[src/rtl/req_arbiter.sv]
// req_arbiter: a 4-requester arbiter built around a three-state FSM (IDLE, GRANT, RELEASE).
// Each grant is held for at most MAX_HOLD cycles. When the hold limit revokes a grant,
// the block raises a one-cycle timeout pulse.
// Optional build macro: ARB_ROUND_ROBIN_EN.
//   - Defined: round-robin selection, searching upward from the requester after the last winner.
//   - Undefined: fixed priority, where bit 3 wins.
module req_arbiter #(
  parameter int unsigned MAX_HOLD = 8
) (
  input  logic       clk,
  input  logic       rst_n,
  input  logic       enable,
  input  logic [3:0] req,
  input  logic       done,
  output logic [3:0] gnt,
  output logic [1:0] gnt_id,
  output logic       gnt_valid,
  output logic       busy,
  output logic       timeout
);

  localparam logic [1:0] S_IDLE  = 2'd0;
  localparam logic [1:0] S_GRANT = 2'd1;
  localparam logic [1:0] S_REL   = 2'd2;

  logic [1:0] state;
  logic [7:0] hold_cnt;
  logic [1:0] win_id;
  logic       withdraw, hold_lim, grant_exit, to_exit;

`ifdef ARB_ROUND_ROBIN_EN
  logic [1:0] last_id;

  // Round-robin winner: the first set bit searching upward from last_id+1.
  // The loop runs from the back of the search order to the front, so the
  // earliest set bit is the final assignment and wins.
  always_comb begin
    win_id = 2'd0;
    for (int i = 4; i >= 1; i--)
      if (req[last_id + 2'(i)]) win_id = last_id + 2'(i);
  end
`else
  // Fixed-priority winner: the highest set bit overrides the lower ones.
  always_comb begin
    win_id = 2'd0;
    for (int i = 0; i < 4; i++)
      if (req[i]) win_id = 2'(i);
  end
`endif

  // Exit conditions for GRANT.
  // The hold-limit exit counts as a timeout only when done is low and the
  // requester has not withdrawn on the same edge.
  always_comb begin
    withdraw   = ~req[gnt_id];
    hold_lim   = (hold_cnt == 8'(MAX_HOLD - 1));
    grant_exit = done | withdraw | hold_lim;
    to_exit    = hold_lim & ~done & ~withdraw;
  end

  assign gnt_valid = |gnt;
  assign busy      = (state != S_IDLE);

  // FSM with registered grant outputs; reset clears the grant immediately, with no RELEASE.
  always_ff @(posedge clk or negedge rst_n) begin
    if (!rst_n) begin
      state    <= S_IDLE;
      gnt      <= 4'b0;
      gnt_id   <= 2'd0;
      hold_cnt <= 8'd0;
      timeout  <= 1'b0;
`ifdef ARB_ROUND_ROBIN_EN
      last_id  <= 2'd3;
`endif
    end else begin
      case (state)
        S_IDLE: begin
          timeout <= 1'b0;
          if (enable && (req != 4'b0)) begin
            state    <= S_GRANT;
            gnt      <= 4'b1 << win_id;
            gnt_id   <= win_id;
            hold_cnt <= 8'd0;
          end
        end
        S_GRANT: begin
          if (grant_exit) begin
            state   <= S_REL;
            gnt     <= 4'b0;
            timeout <= to_exit;
`ifdef ARB_ROUND_ROBIN_EN
            last_id <= gnt_id;
`endif
          end else begin
            hold_cnt <= hold_cnt + 8'd1;
          end
        end
        S_REL: begin
          state   <= S_IDLE;
          timeout <= 1'b0;
        end
        default: begin
          state   <= S_IDLE;
          gnt     <= 4'b0;
          timeout <= 1'b0;
        end
      endcase
    end
  end

endmodule

[config.mk]
export PLATFORM = sky130hd
export DESIGN_NAME = req_arbiter
export DESIGN_NICKNAME = d
export VERILOG_FILES = /design/src/rtl/req_arbiter.sv
export SDC_FILE = /design/constraint.sdc
export NUM_CORES = 1
export LEC_CHECK = 0
export ABC_CLOCK_PERIOD_IN_PS = 3300
export BUFFER_PORTS_ARGS = -buffer_cell sky130_fd_sc_hd__buf_2
export CAP_MARGIN = 0
export CORE_MARGIN = 5
export CORE_UTILIZATION = 57
export CTS_CLUSTER_SIZE = 16
export DETAILED_ROUTE_END_ITERATION = 16
export PLACE_DENSITY = 0.83
export SYNTH_ARGS = -nofsm -noshare
export SYNTH_HDL_FRONTEND = slang
export SYNTH_SLANG_ARGS = --single-unit
[constraint.sdc]
create_clock -name clk -period 3.3 [get_ports clk]
set_input_delay 0 -clock clk [delete_from_list [all_inputs] [get_ports clk]]
set_output_delay 0 -clock clk [all_outputs]
set_load 0.05 [all_outputs]
==> summary.txt <==
outcome: completed
Clock Path Buffers: 2
crit-path leading delay family: simple AND/OR/NAND/NOR gates
vias in the first global route: 718
leakage: 0.470 nW
H-tree Lvls: 1
Critical Path, Cell by Cell: mux4_1 > or4b_1 > or2_0 > o311ai_2
critical path peak fanout: 17
Slowest cell on crit path: or4b_1
PD cells: 806 nW/um^2
layout cells sized above 1: 23.4%
max_cap viols: 0
Starting Density: 60.6%
final hold vios: 0
Fmax: 0.448 GHz
via count: 798
worst rel slew slack: 60.4%
asr flop ratio synth: 100%
Syn Inst Count: 90
largest stage delay on the critical path: 0.71 ns
Startpoint Class: register
number of nets in the layout: 117
Max Slew Vio Count: 0
Unique masters post-synth: 35
register bit total from synthesis: 17
Placed Cells incl. Taps: 118
largest net degree at the start of global routing: 18
GRT overflow: 0
Final Critical Period: 2.23 ns
final setup violation count: 0
vias per inst: 6.49
most frequent cells in the layout: 17 x dfrtp_1, 16 x buf_2, 7 x nand2_1, 7 x nor2_1
met1 usage: 26.0%
Post-synth EDFFs: 0
RSZ-0062 raised after global routing: no
Ys Warns: 0
net count after synthesis: 99
Main synth FF type: dfrtp_1
worst hold path class: input pin to register
global-route wire length before repair: 3480 um
Worst-path clk slew: 0.11 ns
# rows: 14
die footprint: 2500 sq um
CTS root buf: clkbuf_4
CP bufs+invs: 0
worst-margin pin slew: 0.590 ns
die height: 50.0 um
initial antenna violation count: 0
met3 Usage GRT: 3.61%
GRT Total Usage: 18.0%
initial DRC count: 27
antenna fix cells: 0
DRT antenna net count: 0
PortBufs: 16
Clk Latency, worst-skew pair: 0.30 ns
Mapped Area: 913 sq um
CTS tree: done
fin crit share: 67.6%
commonest non-fill, non-tap cell in the layout: dfrtp_1
post-CTS setup buffer count: 0
final wirelength: 2010 um
hpwl dp: 1430 um
# clock sinks: 17
total negative slack: 0 ns
gr busiest metal: met1
IO Pins: 17
detailed-router iteration count before antenna repair: 4
clock skew: 0.00204 ns
Die W: 50.0 um
grt met2 use: 25.3%
synthesis-to-layout area growth: 13.0%
Peak VDD IR: 0.654 mV
drt wl/cell: 16.3 um
core area: 1510 sq um
post-route insts no fill: 123
WP data required: 3.51 ns
CP Capture Type: register
Avg Cell Area, Syn: 10.1 sq um
residual DRC count: 0
Seq/Total Area, Yosys: 46.6%
CP Class: register to register
FILL cells: 114
CTS buffer count: 3
GPL Wtd Cong: 0.887
WP data arrival: 2.44 ns
[worst register-to-register path: stages, from the launching register on]
cell	delay [ns]
dfrtp_1	0.41
mux4_1	0.32
or4b_1	0.71
or2_0	0.43
o311ai_2	0.28
[final cells by class]
cell class | instances | area (sq um) | share of cell area, %
clock buffer | 3 | 22.5 | 2.18
clock inverter | 1 | 5.00 | 0.485
inverter | 3 | 11.3 | 1.09
multi-input combinational | 66 | 458 | 44.4
sequential | 17 | 425 | 41.2
tap | 16 | 20.0 | 1.94
timing repair buffer | 17 | 90.1 | 8.73
[synth_stat cells (all sizes together) (3+ instances only)]
cell | instances | area share, %
buf | 3 | 1.6
o311ai | 3 | 3.7
nand2 | 7 | 2.9
o211ai | 6 | 4.9
or4 | 4 | 3.3
inv | 3 | 1.2
nor2 | 7 | 2.9
o21ai | 5 | 2.7
o2bb2ai | 3 | 2.9
nand3 | 6 | 3.3
dfrtp | 17 | 47
[worst paths after layout]
path | start | to | slack, ns | cells after the start
max reg2reg | gnt_id[0] | hold_cnt[4] | 1.07 | 4
max in group asynchronous | rst_n | gnt_id[0] | 2.90 | 2
max | gnt_id[0] | hold_cnt[4] | 1.07 | 4
min in group asynchronous | rst_n | hold_cnt[2] | 0.13 | 2
min | req[2] | gnt_id[1] | 0.04 | 3
min reg2reg | hold_cnt[0] | hold_cnt[0] | 0.51 | 1
[metrics by stage]
stage               utilization [%]  setup slack (ns)  hold WS [ns]  instance area (sq um)  total power, mW
floorplan                         -              1.12        -0.296                    913            0.626
global placement               66.0              1.13       -0.0675                    995            0.707
detailed placement             66.0              1.10       -0.0648                    995            0.717
CTS                            68.5              1.08        0.0317                   1030            0.833
global route                   68.5             0.962        0.0414                   1030            0.886
finish                         68.5              1.07        0.0352                   1030            0.832
[state kept, by name, summed over array words and instances, names as in the netlist]
signal / count
hold_cnt: 8
timeout: 1
gnt_id: 2
gnt: 4
state: 2
[where the power goes]
group / switching, mW / leakage [nW] / internal [mW]
registers: 0.0669 / 0.228 / 0.260
logic: 0.275 / 0.224 / 0.112
clock network: 0.0726 / 0.0177 / 0.0452
total: 0.414 / 0.470 / 0.418
[cells by family after synthesis]
group,Yosys count,share of synthesized area [%]
AOI/OAI and AO/OA,25,20.3
adders and majority gates,1,1.37
buffers and inverters,7,3.29
DFF,17,46.6
muxes,5,7.53
and+or+nand+nor,35,21.0
[routing by layer]
metal	part of all wire, %	vias to the layer above
met1	45	385
met4	1.8	0
met5	0	-
met3	5.0	4
li1	-	386
met2	48	23
[repair_timing]
action / 4_1_cts / 5_1_grt
resized for setup: 0 / 0
hold buffers: 1 / 0
endpoints found under the hold margin: 17 / 0
No activity file was read; power rests on OpenSTA's default activity.
